`config.mk`:
```
export PLATFORM = sky130hd
export DESIGN_NAME = frame_loader
export DESIGN_NICKNAME = d
export VERILOG_FILES = /design/src/rtl/frame_loader.sv
export SDC_FILE = /design/constraint.sdc
export NUM_CORES = 1
export LEC_CHECK = 0
export ABC_AREA = 1
export BUFFER_PORTS_ARGS = -buffer_cell sky130_fd_sc_hd__buf_4
export CAP_MARGIN = 20
export CORE_UTILIZATION = 50
export DETAILED_ROUTE_END_ITERATION = 10
export PLACE_DENSITY = 0.8
export SLEW_MARGIN = 20
export SYNTH_ARGS = -nofsm -noshare
export SYNTH_HDL_FRONTEND = slang
export SYNTH_SLANG_ARGS = --single-unit
```
`constraint.sdc`:
```
create_clock -name clk -period 1.9 [get_ports clk]
set_clock_uncertainty 0.15 [all_clocks]
set_input_delay 0.19 -clock clk [delete_from_list [all_inputs] [get_ports clk]]
set_output_delay 0.19 -clock clk [all_outputs]
set_load 0.05 [all_outputs]
```
`src/rtl/frame_loader.sv`:
```
`default_nettype none
// ============================================================================
// Module      : frame_loader (with game_state_pkg)
// Description : Assembles a board bitmap from a byte stream into a back buffer
//               and swaps it into the front frame on a vertical-sync pulse.
//               Optional macro FRAME_LOADER_CHECKSUM_EN adds a trailing XOR
//               checksum byte and the CHECK state.
// Revision    : 1.0 - initial release
// ============================================================================

package game_state_pkg;
    localparam int SCREEN_W = 10;
    localparam int SCREEN_H = 20;

    typedef struct packed {
        logic [15:0]                       score;
        logic [7:0]                        level;
        logic [SCREEN_W-1:0][SCREEN_H-1:0] screen;
    } game_state_t;
endpackage

module frame_loader #(
    parameter int          BOARD_W    = 10,
    parameter int          BOARD_H    = 20,
    parameter logic [7:0]  START_BYTE = 8'hA5
) (
    input  logic                       clk,
    input  logic                       reset,
    input  logic [7:0]                 in_data,
    input  logic                       in_valid,
    output logic                       in_ready,
    input  logic                       frame_sync,
    output game_state_pkg::game_state_t frame,
    output logic [7:0]                 frame_count,
    output logic [7:0]                 err_count,
    output logic                       pending
);

    localparam int NUM_CELLS = BOARD_W * BOARD_H;
    localparam int NUM_BYTES = (NUM_CELLS + 7) / 8;
    localparam int CNT_W     = (NUM_BYTES > 1) ? $clog2(NUM_BYTES) : 1;
    localparam logic [CNT_W-1:0] c_LAST_IDX = CNT_W'(NUM_BYTES - 1);

`ifdef FRAME_LOADER_CHECKSUM_EN
    typedef enum logic [2:0] {
        S_HUNT      = 3'd0,
        S_PAYLOAD   = 3'd1,
        S_CHECK     = 3'd2,
        S_COMMIT    = 3'd3,
        S_WAIT_SWAP = 3'd4
    } state_t;
`else
    typedef enum logic [2:0] {
        S_HUNT      = 3'd0,
        S_PAYLOAD   = 3'd1,
        S_COMMIT    = 3'd3,
        S_WAIT_SWAP = 3'd4
    } state_t;
`endif

    state_t                          r_state;
    state_t                          w_next;
    logic [CNT_W-1:0]                r_cnt;
    logic [NUM_CELLS-1:0]            w_back;
    logic [NUM_CELLS-1:0]            r_front;
    logic [7:0]                      r_frame_count;
    logic                            r_pending;
    logic                            w_in_ready;
    logic                            w_start;
    logic                            w_load;
    logic                            w_commit;
    logic                            w_swap;
    logic [BOARD_W-1:0][BOARD_H-1:0] w_screen;
`ifdef FRAME_LOADER_CHECKSUM_EN
    logic [7:0]                      r_csum;
    logic [7:0]                      r_err_count;
    logic                            w_reject;
`endif

    always_ff @(posedge clk or negedge reset) begin
        if (!reset) begin
            r_state <= S_HUNT;
        end else begin
            r_state <= w_next;
        end
    end

    always_comb begin
        w_next     = r_state;
        w_in_ready = 1'b0;
        w_start    = 1'b0;
        w_load     = 1'b0;
        w_commit   = 1'b0;
        w_swap     = 1'b0;
`ifdef FRAME_LOADER_CHECKSUM_EN
        w_reject   = 1'b0;
`endif
        case (r_state)
            S_HUNT: begin
                w_in_ready = 1'b1;
                if (in_valid && (in_data == START_BYTE)) begin
                    w_start = 1'b1;
                    w_next  = S_PAYLOAD;
                end
            end
            S_PAYLOAD: begin
                // A header byte value inside the payload is ordinary data.
                w_in_ready = 1'b1;
                if (in_valid) begin
                    w_load = 1'b1;
                    if (r_cnt == c_LAST_IDX) begin
`ifdef FRAME_LOADER_CHECKSUM_EN
                        w_next = S_CHECK;
`else
                        w_next = S_COMMIT;
`endif
                    end
                end
            end
`ifdef FRAME_LOADER_CHECKSUM_EN
            S_CHECK: begin
                w_in_ready = 1'b1;
                if (in_valid) begin
                    if (in_data == r_csum) begin
                        w_next = S_COMMIT;
                    end else begin
                        w_reject = 1'b1;
                        w_next   = S_HUNT;
                    end
                end
            end
`endif
            S_COMMIT: begin
                // A sync pulse coinciding with this cycle is deliberately ignored.
                w_commit = 1'b1;
                w_next   = S_WAIT_SWAP;
            end
            S_WAIT_SWAP: begin
                if (frame_sync) begin
                    w_swap = 1'b1;
                    w_next = S_HUNT;
                end
            end
            default: begin
                w_next = S_HUNT;
            end
        endcase
    end

    always_ff @(posedge clk or negedge reset) begin
        if (!reset) begin
            r_cnt         <= '0;
            r_pending     <= 1'b0;
            r_frame_count <= 8'd0;
            r_front       <= '0;
        end else begin
            if (w_start) begin
                r_cnt <= '0;
            end else if (w_load) begin
                r_cnt <= r_cnt + 1'b1;
            end
            if (w_commit) begin
                r_pending <= 1'b1;
            end else if (w_swap) begin
                r_pending <= 1'b0;
            end
            if (w_swap) begin
                r_front       <= w_back;
                r_frame_count <= r_frame_count + 8'd1;
            end
        end
    end

`ifdef FRAME_LOADER_CHECKSUM_EN
    always_ff @(posedge clk or negedge reset) begin
        if (!reset) begin
            r_csum      <= 8'd0;
            r_err_count <= 8'd0;
        end else begin
            if (w_start) begin
                r_csum <= 8'd0;
            end else if (w_load) begin
                r_csum <= r_csum ^ in_data;
            end
            if (w_reject && (r_err_count != 8'hFF)) begin
                r_err_count <= r_err_count + 8'd1;
            end
        end
    end

    assign err_count = r_err_count;
`else
    assign err_count = 8'd0;
`endif

    // The final byte only stores the bits that map onto real cells.
    genvar k;
    generate
        for (k = 0; k < NUM_BYTES; k++) begin : g_back
            localparam int c_LO = k * 8;
            localparam int c_NB = ((NUM_CELLS - c_LO) < 8) ? (NUM_CELLS - c_LO) : 8;

            logic [c_NB-1:0] r_byte;

            always_ff @(posedge clk or negedge reset) begin
                if (!reset) begin
                    r_byte <= '0;
                end else if (w_load && (r_cnt == CNT_W'(k))) begin
                    r_byte <= in_data[c_NB-1:0];
                end
            end

            assign w_back[c_LO +: c_NB] = r_byte;
        end
    endgenerate

    genvar gx, gy;
    generate
        for (gx = 0; gx < BOARD_W; gx++) begin : g_col
            for (gy = 0; gy < BOARD_H; gy++) begin : g_row
                assign w_screen[gx][gy] = r_front[gy * BOARD_W + gx];
            end
        end
    endgenerate

    always_comb begin
        frame        = '0;
        frame.screen = w_screen;
    end

    assign in_ready    = w_in_ready;
    assign pending     = r_pending;
    assign frame_count = r_frame_count;

endmodule

`default_nettype wire

```
==> impl_metrics.yaml <==
cts:
  cts-buffers-inserted: 42
  setup_buffers_after_cts: 0
  clock_tree.buffer_depth: 3
  worst_setup_hold_path_clk_slew_ns: 0.06
  clock_tree.root_cell: "sky130_fd_sc_hd__clkbuf_16"
  numClockSinks: 417
  cts_max_level: 2
  clk-insertion-delay-late_ns: 0.53
  clock_tree_from_tritoncts: "built"
synthesis:
  synth_top_cells_by_area: "sky130_fd_sc_hd__dfrtp_1, sky130_fd_sc_hd__nand2_1, sky130_fd_sc_hd__o21ai_0"
  synth-adder-area-share: 0.00462
  syn_area_um2: 16300
  synth_top_family_by_area: "simple AND/OR/NAND/NOR gates"
  synth-xor-area-share: 0.00216
  largest_area_contributor_in_the_netlist: "sky130_fd_sc_hd__dfrtp_1"
  synth-compound-area-share: 0.0690
  yosys.cell_types.count: 28
  yosysTopAreaCellShare: 0.642
  synth-warning-count: 0
  muxShareOfSynthArea: 0
  synthCells: 1710
  number_of_storage_elements_in_the_synthesis_netlist: 417
  synth.yosys.seq_area_share: 0.642
  synth_area_per_cell_um2: 9.50
  synth_simple_gate_area_frac: 0.223
layout:
  num-fill-cells: 2518
  nNetsFinal: 1963
  area_growth_pct: 21.8
  final_core_utilization: 0.623
  final_cell_mix: "sky130_fd_sc_hd__nand2_1, sky130_fd_sc_hd__dfrtp_1, sky130_fd_sc_hd__buf_4"
  antenna_cells_inserted: 0
  post_layout_instance_count_excluding_filler_cells: 2407
  drive_gt1_frac: 0.191
  final_common_cell: "sky130_fd_sc_hd__nand2_1"
run_status:
  status: "finished, final reports clean"
hold_path:
  worst_hold_path_type: "primary input to async pin"
pwr:
  internal-power_w: 0.0141
  p_switching_w: 0.00425
  clockPowerShare: 0.438
  peakVddDrop_uv: 512
  cellPowerDensity_nw_per_um2: 927
  pwr-share-seq: 0.505
  power.static_leakage_nw: 10.9
  power_switching_share: 0.232
  combPwrFrac: 0.057
  post-layout-total-power_w: 0.0183
drt:
  drcViolationCount: 0
  vias: 12400
  viasPerCell: 5.14
  wire_per_inst_um: 16.5
  firstDrtPassIters: 5
  ant_nets: 0
  wl_mm: 39.8
  detail_route.iter0.violations: 930
setup_path:
  timing.critical_path.required_ns: 2.14
  timing.setup.critical_path_class: "flop to flop"
  critical_path_buf_inv_count: 2
  worst_setup_path_end_kind: "flop"
  path_cells: "inv_1 > ha_1 > inv_1 > nor3_1 > nand2_4 > nand2_1 > o21ai_0"
  worst_setup_path_start_kind: "flop"
  timing.critical_path.slowest_stage_cell: "sky130_fd_sc_hd__dfrtp_1"
  critical-path-max-stage-delay_ns: 0.42
  cpLargestDelayFamily: "simple AND/OR/NAND/NOR gates"
  cp_arrival_ns: 2.06
  worstPathMaxFanout: 16
  critPathMostFrequentCell: "sky130_fd_sc_hd__inv_1"
timing:
  achievable_freq_mhz: 549
  final.min_clock_period_ns: 1.82
  report.final.slew_viol_count: 0
  worst_slew_pin_slew_ns: 0.574
  max-slew-margin-rel: 0.617
  fin_crit_sh: 0.958
  grt_setup_unrepaired: "true"
  final-hold-violation-count: 0
  timing.setup.tns_ns: 0
  report.final.setup_viol: 0
  whs_ns: 0.0793
placed_design:
  place_inst: 2325
  numPortBuffers: 221
  routabilityCongestion: 0.843
  detailed_place_hpwl_mm: 25.5
floorplanning:
  dieHeight_um: 182
  die_area_um2: 33200
  design.portCount: 254
  standard_cell_core_area_um2: 31800
  initial_core_util: 0.511
  core.rowCount: 65
  die_x_um: 182
grt:
  grtUsageTotal: 0.246
  initial_antenna_violation_count: 0
  grt_pass1_vias: 12200
  global_route.overflow_total: 0
  global_route_wire_length_before_repair_mm: 64.6
  grt_max_degree: 122
job:
  drv.max_cap_violation_count: 0
logic make-up after synthesis:
logic type,Yosys count
AOI/OAI and AO/OA,212
xor gates and xnor gates,4
adders and majority gates,6
buffers and inverters,161
DFF,417
other,1
and+or+nand+nor,909
worst reg2reg max path: cells and delay by family (launching register included):
kind	cells	cell delay [ns]
buf+inv	2	0.22
fa+ha+maj	1	0.20
flops	1	0.42
compound gates	1	0.09
simple gates	3	0.62
sequential cells by signal (all words and copies together) (netlist names):
name and flops:
g_back.r_byte 200, r_state 3, pending 1, r_front 200, r_cnt 5, frame_count 8
cells in the mapped netlist (all sizes together):
cell	count
or2	1
clkbuf	32
o21ai	209
nor2	31
nor3	8
nand4	4
nand3	13
inv	40
nand3b	3
nand2	849
ha	6
dfrtp	417
buf	89
conb	1
a21oi	3
xor2	4
power groups by stage:
| stage | Sequential [W] | Clock, W | Combinational [W] |
|---|---|---|---|
| final | 0.00926 | 0.00804 | 0.00105 |
| after detailed placement | 0.00942 | 0 | 0.00103 |
| after global placement | 0.00941 | 0 | 0.000995 |
| after global routing | 0.00928 | 0.00853 | 0.00118 |
| after CTS | 0.00926 | 0.00816 | 0.00106 |
| after floorplan | 0.00938 | 0 | 0.000659 |
routing by layer:
metal  GRT usage  share of wire
met1       0.347           0.44
met2       0.387           0.46
met3      0.0403          0.069
met4      0.0857          0.031
met5           0              0
final cells by class:
type                       count  area [um2]  share of cell area
clock buffer                  61        1260              0.0635
sequential                   417       10400               0.527
tap                          435         544              0.0275
multi-input combinational   1163        5000               0.252
timing repair buffer         281        2320               0.117
clock inverter                10        86.3             0.00436
inverter                      40         160             0.00809
path summary, 6_finish.rpt:
kind                                                 startpoint  cells after the start  slack, ns                          endpoint
worst min register to register  g_back[3].r_byte[5]$_DFFE_PN0P_                      2       0.32           r_front[29]$_DFFE_PN0P_
worst max register to register             r_cnt[0]$_DFFE_PN0P_                      7       0.08  g_back[12].r_byte[7]$_DFFE_PN0P_
worst max-delay path                       r_cnt[0]$_DFFE_PN0P_                      7       0.08  g_back[12].r_byte[7]$_DFFE_PN0P_
worst min-delay path                                      reset                      2       0.08   g_back[0].r_byte[3]$_DFFE_PN0P_
min in group clk                                     in_data[1]                      4       0.31  g_back[24].r_byte[1]$_DFFE_PN0P_
max in group asynchronous                                 reset                      3       0.72   g_back[8].r_byte[7]$_DFFE_PN0P_
through the flow:
stage                     cell area, um2  worst slack, ns
final                              19800           0.0796
after CTS                          19800           0.0233
after global placement             18300            0.115
after global routing               19800          -0.0174
after detailed placement           18300           0.0535
after floorplan                    16400          0.00960
timing repair:
item,4_1_cts,5_1_grt
endpoints found under the setup margin,0,28
hold endpoints to repair,431,0
hold buffers,11,0
gates resized for setup,0,4
(Power assumes the default switching activity.)
